===== src/rtl/alu_pkg.sv =====
// Shared definitions for the ALU serial command link: opcodes, error flags,
// frame-type codes, the receive frame FSM states and the CRC4 helpers used by
// the receiver, the transmitter and their benches.
package alu_pkg;

  typedef enum logic [2:0] {
    OP_AND = 3'b000,
    OP_OR  = 3'b001,
    OP_ADD = 3'b100,
    OP_SUB = 3'b101
  } op_t;

  // Bit order matches the out_err port: {err_data, err_crc, err_op}.
  typedef struct packed {
    logic err_data;
    logic err_crc;
    logic err_op;
  } err_t;

  typedef enum logic [2:0] {
    FS_IDLE,
    FS_TYPE,
    FS_BITS,
    FS_STOP,
    FS_WAIT_HI
  } frame_state_t;

  localparam logic FRAME_DATA = 1'b0;
  localparam logic FRAME_CMD  = 1'b1;

  // x^4 + x + 1, with the x^4 term implied by the shift.
  localparam logic [3:0] CRC4_POLY = 4'b0011;

  function automatic logic [3:0] crc4_next(input logic [3:0] crc, input logic d);
    logic fb;
    fb = crc[3] ^ d;
    return {crc[2:0], 1'b0} ^ (fb ? CRC4_POLY : 4'b0000);
  endfunction

  function automatic logic op_is_valid(input logic [2:0] op);
    return (op == OP_AND) || (op == OP_OR) || (op == OP_ADD) || (op == OP_SUB);
  endfunction

endpackage


===== src/rtl/alu_frame_rx.sv =====
// Bit-level frame receiver for the sin line: start(0), type, 8 payload bits
// MSB first, stop(1). Ports: clk/rst_n, sin in; frame_byte/is_cmd hold the last
// frame, frame_vld/frame_err are 1-cycle strobes issued the cycle after the stop bit.
module alu_frame_rx
  import alu_pkg::*;
(
  input  logic       clk,
  input  logic       rst_n,
  input  logic       sin,
  output logic [7:0] frame_byte,
  output logic       is_cmd,
  output logic       frame_vld,
  output logic       frame_err
);

  frame_state_t state, state_nxt;
  logic [2:0]   bit_cnt;
  logic         vld_nxt, err_nxt;

  always_comb begin
    state_nxt = state;
    vld_nxt   = 1'b0;
    err_nxt   = 1'b0;
    case (state)
      FS_IDLE:    if (!sin) state_nxt = FS_TYPE;
      FS_TYPE:    state_nxt = FS_BITS;
      FS_BITS:    if (bit_cnt == 3'd7) state_nxt = FS_STOP;
      FS_STOP: begin
        if (sin) begin
          vld_nxt   = 1'b1;
          state_nxt = FS_IDLE;
        end else begin
          // A low stop bit may be the middle of a broken frame: resync on idle.
          err_nxt   = 1'b1;
          state_nxt = FS_WAIT_HI;
        end
      end
      FS_WAIT_HI: if (sin) state_nxt = FS_IDLE;
      default:    state_nxt = FS_IDLE;
    endcase
  end

  always_ff @(posedge clk or negedge rst_n) begin
    if (!rst_n) begin
      state      <= FS_IDLE;
      bit_cnt    <= 3'd0;
      frame_byte <= 8'h00;
      is_cmd     <= 1'b0;
      frame_vld  <= 1'b0;
      frame_err  <= 1'b0;
    end else begin
      state     <= state_nxt;
      frame_vld <= vld_nxt;
      frame_err <= err_nxt;
      if (state == FS_TYPE) is_cmd <= (sin == FRAME_CMD);
      if (state == FS_BITS) begin
        frame_byte <= {frame_byte[6:0], sin};
        bit_cnt    <= bit_cnt + 3'd1;
      end else begin
        bit_cnt <= 3'd0;
      end
    end
  end

endmodule


===== src/rtl/alu_serial_rx.sv =====
// Serial command receiver: collects DATA frames into N_OPERANDS operands, closes
// the packet on a CMD frame or frame error, checks length/CRC4/opcode and offers
// one record on out_valid/out_ready. Ports: clk, rst_n, sin, record outputs, overrun.
module alu_serial_rx
  import alu_pkg::*;
#(
  parameter int DATA_W     = 32,
  parameter int N_OPERANDS = 2
) (
  input  logic                         clk,
  input  logic                         rst_n,
  input  logic                         sin,
  output logic                         out_valid,
  input  logic                         out_ready,
  output logic [N_OPERANDS*DATA_W-1:0] out_data,
  output logic [2:0]                   out_op,
  output logic [2:0]                   out_err,
  output logic                         overrun
);

  localparam int BYTES_PER_PKT = (DATA_W / 8) * N_OPERANDS;
  localparam int PKT_W         = N_OPERANDS * DATA_W;
  localparam int CNT_W         = $clog2(BYTES_PER_PKT + 2);
  localparam logic [CNT_W-1:0] CNT_FULL = CNT_W'(BYTES_PER_PKT);
  localparam logic [CNT_W-1:0] CNT_SAT  = CNT_W'(BYTES_PER_PKT + 1);

  logic [7:0]       frame_byte;
  logic             is_cmd, frame_vld, frame_err;
  logic [PKT_W-1:0] sr;
  logic [CNT_W-1:0] cnt;
  logic [3:0]       crc_calc;
  logic [2:0]       cmd_op;
  err_t             rec_err;
  logic             complete, data_push, any_err;

  alu_frame_rx u_frame (
    .clk        (clk),
    .rst_n      (rst_n),
    .sin        (sin),
    .frame_byte (frame_byte),
    .is_cmd     (is_cmd),
    .frame_vld  (frame_vld),
    .frame_err  (frame_err)
  );

  assign cmd_op    = frame_byte[6:4];
  assign data_push = frame_vld && !is_cmd;
  assign complete  = (frame_vld && is_cmd) || frame_err;

  // CRC over {operands MSB first, 1'b1, op}; only meaningful on a CMD strobe.
  always_comb begin
    crc_calc = 4'h0;
    for (int i = PKT_W - 1; i >= 0; i--) crc_calc = crc4_next(crc_calc, sr[i]);
    crc_calc = crc4_next(crc_calc, 1'b1);
    for (int i = 2; i >= 0; i--) crc_calc = crc4_next(crc_calc, cmd_op[i]);
  end

  // Priority: a length/framing fault masks CRC, a CRC fault masks the opcode.
  always_comb begin
    rec_err          = '0;
    rec_err.err_data = frame_err || (cnt != CNT_FULL);
    rec_err.err_crc  = !rec_err.err_data && (crc_calc != frame_byte[3:0]);
    rec_err.err_op   = !rec_err.err_data && !rec_err.err_crc && !op_is_valid(cmd_op);
  end

  assign any_err = rec_err.err_data || rec_err.err_crc || rec_err.err_op;

  always_ff @(posedge clk or negedge rst_n) begin
    if (!rst_n) begin
      sr        <= '0;
      cnt       <= '0;
      out_valid <= 1'b0;
      out_data  <= '0;
      out_op    <= 3'b000;
      out_err   <= 3'b000;
      overrun   <= 1'b0;
    end else begin
      overrun <= 1'b0;
      if (data_push) begin
        // Extra bytes keep shifting so the oldest fall off the top.
        sr <= PKT_W'({sr, frame_byte});
        if (cnt != CNT_SAT) cnt <= cnt + CNT_W'(1);
      end
      if (complete) begin
        sr  <= '0;
        cnt <= '0;
        if (!out_valid || out_ready) begin
          out_valid <= 1'b1;
          out_data  <= any_err ? '0 : sr;
          out_op    <= any_err ? 3'b000 : cmd_op;
          out_err   <= rec_err;
        end else begin
          // Held record wins; the newcomer is dropped and flagged.
          overrun <= 1'b1;
        end
      end else if (out_valid && out_ready) begin
        out_valid <= 1'b0;
      end
    end
  end

endmodule


===== config.mk =====
export PLATFORM = sky130hd
export DESIGN_NAME = alu_serial_rx
export DESIGN_NICKNAME = d
export VERILOG_FILES = /design/src/rtl/alu_pkg.sv /design/src/rtl/alu_frame_rx.sv /design/src/rtl/alu_serial_rx.sv
export SDC_FILE = /design/constraint.sdc
export NUM_CORES = 1
export LEC_CHECK = 0
export BUFFER_PORTS_ARGS = -buffer_cell sky130_fd_sc_hd__buf_2
export CORE_UTILIZATION = 60
export CTS_BUF_LIST = sky130_fd_sc_hd__clkbuf_8
export DETAILED_ROUTE_END_ITERATION = 6
export PLACE_DENSITY_LB_ADDON = 0.3
export SETUP_SLACK_MARGIN = 0.02
export SLEW_MARGIN = 30
export SYNTH_ARGS = -nofsm -noshare
export SYNTH_HDL_FRONTEND = slang
export SYNTH_SLANG_ARGS = --single-unit

===== constraint.sdc =====
create_clock -name clk -period 4.5 [get_ports clk]
set_clock_uncertainty 0.15 [all_clocks]
set_input_delay 0 -clock clk [delete_from_list [all_inputs] [get_ports clk]]
set_output_delay 0 -clock clk [all_outputs]
set_load 0.1 [all_outputs]

==> results of run 1 <==
==> report_power, final <==
part / internal [mW] / total, mW / switching [mW] / leakage (nW)
combinational: 0.969 / 2.71 / 1.74 / 1.89
sequential: 1.53 / 1.76 / 0.233 / 2.16
clock: 0.723 / 1.24 / 0.518 / 0.233
==> timing repair <==
item / 4_1_cts / 5_1_grt
setup endpoints to repair: 0 / 56
hold buffers: 3 / 0
hold endpoints to repair: 120 / 0
resized for setup: 0 / 3
==> state kept, by name (all words and copies together), names as in the netlist <==
register	cells
out_data	64
sr	64
u_frame.frame_byte	8
cnt	4
out_err	3
out_op	3
u_frame.bit_cnt	3
u_frame.state	3
out_valid	1
overrun	1
u_frame.frame_err	1
u_frame.frame_vld	1
u_frame.is_cmd	1
==> Yosys cell counts, types with 2 or more instances <==
cell type / number
xor2_1: 19
nand2_1: 77
nor2_1: 13
nand4_1: 2
xnor2_2: 11
o21ai_0: 4
o41ai_2: 25
buf_2: 4
buf_6: 3
nand2b_1: 67
nand3b_1: 65
and2_1: 3
nor3b_1: 2
ha_1: 5
buf_1: 2
inv_1: 72
o41ai_1: 41
mux2_2: 6
dfrtp_1: 157
clkbuf_1: 52
a21oi_1: 71
xnor2_1: 67
xnor3_1: 15
nor2b_1: 2
==> worst register-to-register path, cell delays in order (launching register included) <==
cell	delay [ps]
dfrtp_1	440
xnor3_1	500
xnor2_2	210
xnor3_1	540
xnor2_2	200
xnor2_1	320
xor3_1	430
xnor2_1	240
nand4_1	130
nand3_1	160
o311ai_4	120
buf_4	280
o41ai_1	420
==> cell families after synthesis <==
kind of cell,Yosys count,synth area share [%]
flops,157,46.6
buf+inv,133,6.25
fa+ha+maj,5,0.742
mux,6,0.802
simple gates,237,16.0
compound gates,145,14.0
xor+xnor,114,15.5
==> per-stage QoR <==
| stage | cell area (um^2) | utilization, % | cells |
|---|---|---|---|
| 2_1_floorplan | 8430 | - | 797 |
| 3_3_place_gp | 8880 | 66.0 | 997 |
| 3_5_place_dp | 8880 | 66.0 | 997 |
| 4_1_cts | 9380 | 69.7 | 1031 |
| 5_1_grt | 9410 | 70.0 | 1031 |
| 6_report | 9410 | 70.0 | 1031 |
==> cell type report <==
type / instances / area, um^2
fill: 1006 / 4040
multi-input combinational: 507 / 4020
sequential: 157 / 3940
timing repair buffer: 88 / 494
inverter: 72 / 270
clock buffer: 18 / 248
clock inverter: 13 / 224
tap: 176 / 220
==> worst min path at each step <==
stage          slack [ps]  depth (start not counted)                end
2_1_floorplan        -450                          0             cnt[0]
3_3_place_gp           40                          1   u_frame.state[2]
3_5_place_dp           70                          1          out_valid
4_1_cts               110                          3  u_frame.frame_err
5_1_grt                80                          2  u_frame.frame_err
6_report               40                          2             cnt[3]
==> layer usage <==
metal	wire (um)	vias to the layer above
met5	0	-
met4	392	0
met3	758	30
met2	8820	158
met1	8250	2996
li1	-	2779
==> metrics, run 1 <==
Num CTS Buffers=17; CTS root buf=clkbuf_8; area leader, netlist=dfrtp_1; mean cell area of the mapped netlist=10.6 um^2; max-cap violations=0; 1st-iter DRT viols=~510; Clock Latency Late Sink=460 ps; routability congestion estimate from global placement=0.798; Final nets=852; critical path capture point type=flop; worst reg2reg setup slack=250 ps; Top Family by Delay on Critical Path=XOR/XNOR gates; period utilization=94.6%; post-route setup slack=245 ps; sequential-to-total area share from yosys stat=between 40 and 50%; Die X-Extent=121 um; Wirelength per Cell=17.7 um; Crit path largest cell delay=about 540 ps; Max VDD drop=between 0.6 and 0.7 mV; Post-synth EDFFs=0; crit path buf inv count=1; ys async rst share=100%; Worst Tran Pin Value=913 ps; commonest non-fill, non-tap cell in the layout=dfrtp_1; Final ANT Viol Nets=0; CP Max Fanout=31; Area Growth Syn to Fin=11.7%; critical path arrival=4440 ps; row count=42; Min-Delay Path Class=in2async; CP startpoint=sr[51]; die area=around 15000 um^2; mapped cell area=8430 um^2; R2R depth=12; Reg clk slew, reported paths=80 ps; met1 usage=a little under two fifths; outcome=finished clean; Mapped Nets=806; Max Fclk=235 MHz; crit path launch type=flop; GRT Util Overall=26.7%; vias in the first global route=5855; routing usage on met3=5.00%; DR vias/cell=approximately 5.8; most frequent cells in the layout=153 x dfrtp_1, 76 x nand2_1, 74 x inv_1, 74 x buf_2, 71 x a21oi_1; Core Region=13500 um^2; crit path cell chain=xnor3_1 -> xnor2_2 -> xnor3_1 -> xnor2_2 -> xnor2_1 -> xor3_1 -> xnor2_1 -> nand4_1 -> nand3_1 -> o311ai_4 -> buf_4 -> o41ai_1; post-CTS setup buffer count=0; Hold Slack=44.2 ps; Post-Syn Instances=~800; DPL Wire Length=11500 um; Die H=121 um; clk buf depth=2; Pleak=between 4 and 5 nW; yosys warns=0; first-pass GRT wire length=29800 um; fin crit period=~4300 ps; initial core utilization=62.6%; top area cells in the synthesized netlist=dfrtp_1 47%, xnor2_1 7.0%, nand3b_1 5.8%; Crit Path Class=reg2reg; Global Route met2 Usage=41.7%; Cell variety after synth=36; maximum number of pins on one net before global-route repair=132; IO Port Bufs=75; Hold Fails Final Rpt=0; RSZ-0062 raised after global routing=no; Slew Limit Fails=0; drt drc=0; grt total ovfl=0; Critical R2R Launch=sr[51]; clock sink count=~160; crit path to=out_data[35]; instance count on the critical path=12; top cell type's share of synthesized area=a little under half; worst path required time=4690 ps; Total Power=5.71 mW; vias=between 5000 and 6000; Slew headroom=around 39%; Crit-path slowest cell=xnor3_1; CTS tree=done; Seq cells post-synth=157; share of cells above drive strength 1=around a fifth; final setup fails=0; cell area power density=607 nW/um^2; ant diodes=0; IO Pins=76; final setup TNS=0 ps; initial antenna violation count=0; dpl ws=roughly 130 ps; reg2reg end=out_data[35]; Most used DFF post-synth=dfrtp_1; global route hottest layer=met2; Pre-antenna DRT Iters=4; WL final=18200 um; CTS H-tree lvls=4
Note: power is estimated with default switching activity, not from simulation.
==> run 2, diff against run 1 <==
--- a/config.mk
+++ b/config.mk
@@ -14,4 +14,5 @@
 export SLEW_MARGIN = 30
 export SYNTH_ARGS = -nofsm -noshare
 export SYNTH_HDL_FRONTEND = slang
+export SYNTH_HIERARCHICAL = 1
 export SYNTH_SLANG_ARGS = --single-unit
==> metrics, run 2 <==
register share of total power=39.7% (was 30.9%); mapped cell area=7480 um^2 (was 8430 um^2); period utilization=91.6% (was 94.6%); DR vias/cell=5.63 (was 5.78); clock group share of total power=26.9% (was 21.7%); CTS tree=done (unchanged); IO Port Bufs=75 (unchanged); clk buf depth=2 (unchanged); RSZ-0062 raised after global routing=no (unchanged); Crit-path slowest cell=xor3_1 (was xnor3_1); worst path required time=4740 ps (was 4690 ps); Comb power frac=33.4% (was 47.4%); post-route setup slack=376 ps (was 245 ps); die area=12900 um^2 (was 14500 um^2); Slew headroom=43.6% (was 39.1%); Wirelength per Cell=18.0 um (was 17.7 um); dpl ws=419 ps (was 126 ps); final setup fails=0 (unchanged); CTS H-tree lvls=4 (unchanged); Most used DFF post-synth=dfrtp_1 (unchanged); share of cells above drive strength 1=18.6% (was 19.6%); most common cell in the synthesized netlist=dfrtp_1 (unchanged); Post-Syn Instances=629 (was 797); Pre-antenna DRT Iters=5 (was 4); WL final=15800 um (was 18200 um); critical path arrival=4360 ps (was 4440 ps); clock sink count=157 (unchanged); commonest non-fill, non-tap cell in the layout=dfrtp_1 (unchanged); Final Util=70.2% (was 70.0%); Mapped Nets=638 (was 806); top cell type's share of synthesized area=52.5% (was 46.6%); Die X-Extent=114 um (was 121 um); Crit Path Class=reg2reg (unchanged); Final nets=705 (was 852); ys async rst share=100% (unchanged); post-CTS setup buffer count=0 (unchanged); DPL Wire Length=10300 um (was 11500 um); Final ANT Viol Nets=0 (unchanged); Min-Delay Path Class=in2async (unchanged); cell area power density=510 nW/um^2 (was 607 nW/um^2); GRT Util Overall=26.7% (about the same); CP dominant cell by count=xnor3_1; sw power=1.46 mW (was 2.49 mW); post-cts hold buffer count=3 (unchanged); design area=8470 um^2 (was 9410 um^2); Commonest cells post-synth=157 x dfrtp_1, 72 x nor2_1, 67 x a21oi_1, 67 x a22o_1 (was 157 x dfrtp_1, 77 x nand2_1, 72 x inv_1); Crit path largest cell delay=500 ps (was 540 ps); IO Pins=76 (unchanged); 1st-iter DRT viols=309 (was 505); yosys warns=6 (was 0); crit path buf inv count=1 (unchanged); Cell variety after synth=35 (was 36); CTS root buf=clkbuf_8 (unchanged); area leader, netlist=dfrtp_1 (unchanged); mean cell area of the mapped netlist=11.9 um^2 (was 10.6 um^2); Hold Fails Final Rpt=0 (unchanged); dpl cell area=7970 um^2 (was 8880 um^2); Post-synth EDFFs=0 (unchanged); Net Sw Frac=33.8% (was 43.6%); final setup TNS=0 ps (unchanged); first-pass GRT wire length=26100 um (was 29800 um); critical path capture point type=flop (unchanged); row count=40 (was 42); Num CTS Buffers=17 (unchanged); Area Growth Syn to Fin=13.3% (was 11.7%); fin crit period=4120 ps (was 4250 ps); CP Max Fanout=19 (was 31); routability congestion estimate from global placement=0.792 (was 0.798); drt drc=0 (unchanged); Regs by FF count=out_data (64), sr (64), u_frame/frame_byte (8) (was out_data (64), sr (64), u_frame.frame_byte (8)); Die H=114 um (was 121 um); Core Region=12100 um^2 (was 13500 um^2); vias in the first global route=4973 (was 5855); Worst Tran Pin Value=845 ps (was 913 ps); Int Pwr=2.86 mW (was 3.22 mW); post-CTS sizing=0 (unchanged); crit path launch type=flop (unchanged); Reg clk slew, reported paths=90 ps (was 80 ps); top area cells in the synthesized netlist=dfrtp_1 53%, a22o_1 7.8%, xnor2_1 7.7% (was dfrtp_1 47%, xnor2_1 7.0%, nand3b_1 5.8%); Max VDD drop=0.405 mV (was 0.643 mV); Pleak=4.42 nW (was 4.28 nW); most frequent cells in the layout=155 x dfrtp_1, 74 x buf_2, 72 x nor2_1 (was 153 x dfrtp_1, 76 x nand2_1, 74 x inv_1, 74 x buf_2, 71 x a21oi_1); maximum number of pins on one net before global-route repair=115 (was 132); grt total ovfl=0 (unchanged); initial core utilization=62.0% (was 62.6%); initial antenna violation count=0 (unchanged); max-cap violations=0 (unchanged); sequential-to-total area share from yosys stat=52.5% (was 46.6%); vias=4934 (was 5963); ant diodes=0 (unchanged); Clock Latency Late Sink=460 ps (about the same); Seq cells post-synth=157 (unchanged); Slew Limit Fails=0 (unchanged); Max Fclk=243 MHz (was 235 MHz); outcome=finished clean (unchanged); crit path cell chain=xor3_1 -> xnor3_1 -> xnor3_1 -> xnor3_1 -> xor2_1 -> xnor2_1 -> or3_4 -> a2111oi_4 -> buf_4 -> a22o_1 (was xnor3_1 -> xnor2_2 -> xnor3_1 -> xnor2_2 -> xnor2_1 -> xor3_1 -> xnor2_1 -> nand4_1 -> nand3_1 -> o311ai_4 -> buf_4 -> o41ai_1); Top Family by Delay on Critical Path=XOR/XNOR gates (unchanged)
run 2: cell types whose count changed after synthesis, moves of 64 or more:
cell / previous run / this run
nand2_1: 77 / 7
inv_1: 72 / 4
a22o_1: 1 / 67
nand2b_1: 67 / 1
nand3b_1: 65 / 1
nor2b_1: 2 / 66
run 2: routing by layer:
| layer | vias to the layer above | share of wire, % | global-route usage [%] |
|---|---|---|---|
| met4 | 0 | 1.8 | 9.74 |
| met2 | 168 | 49 | 42.1 |
| li1 | 2282 | - | - |
| met3 | 27 | 5.7 | 5.53 |
| met1 | 2457 | 43 | 37.1 |
| met5 | - | 0 | 0 |
run 2: cell families after synthesis:
logic type,count (synthesis),share of synthesized area [%]
AND/OR/NAND/NOR,161,11.1
flip-flops,157,52.5
AO/OA/AOI/OAI,140,13.2
XOR/XNOR,112,18.0
buffers and inverters,43,2.74
multiplexers,11,1.62
adder cells (fa/ha/maj),5,0.837
run 2: worst register-to-register path, delay by kind of cell (launching register included):
family                 cells  cell delay, ps
flip-flops                 1             480
buffers and inverters      1             310
AND/OR/NAND/NOR            1             370
XOR/XNOR                   6            2140
AO/OA/AOI/OAI              2             620
run 2: layout make-up:
class	instances	area, um^2
clock buffer	19	262
clock inverter	13	186
fill	850	3590
inverter	4	15.0
multi-input combinational	429	3350
sequential	157	3930
tap	168	210
timing repair buffer	87	514
run 2: path summary, 6_finish.rpt:
check                                   start            endpoint  slack [ps]  cells after the start
setup / recovery                       sr[63]        out_data[62]         380                     10
hold / removal                          rst_n        out_data[50]          70                      2
setup reg to reg                       sr[63]        out_data[62]         380                     10
hold reg to reg            u_frame/bit_cnt[0]  u_frame/bit_cnt[0]         300                      1
max in group asynchronous               rst_n              sr[32]        3010                      3
min in group clk                          sin    u_frame/state[2]         150                      3
run 2: power groups by stage:
stage | sequential [mW] | combinational [mW] | clock [mW]
5_1_grt | 1.74 | 1.57 | 1.24
3_3_place_gp | 1.74 | 1.38 | 0
2_1_floorplan | 1.69 | 1.21 | 0
4_1_cts | 1.72 | 1.44 | 1.18
3_5_place_dp | 1.74 | 1.43 | 0
6_report | 1.72 | 1.44 | 1.16
run 2: metrics by stage:
stage | power (mW) | hold slack (ps) | cells
6_report | 4.32 | 74.1 | 877
2_1_floorplan | 2.90 | -446 | 629
3_3_place_gp | 3.12 | 42.8 | 841
5_1_grt | 4.55 | 133 | 877
3_5_place_dp | 3.17 | 52.8 | 841
4_1_cts | 4.34 | 105 | 876
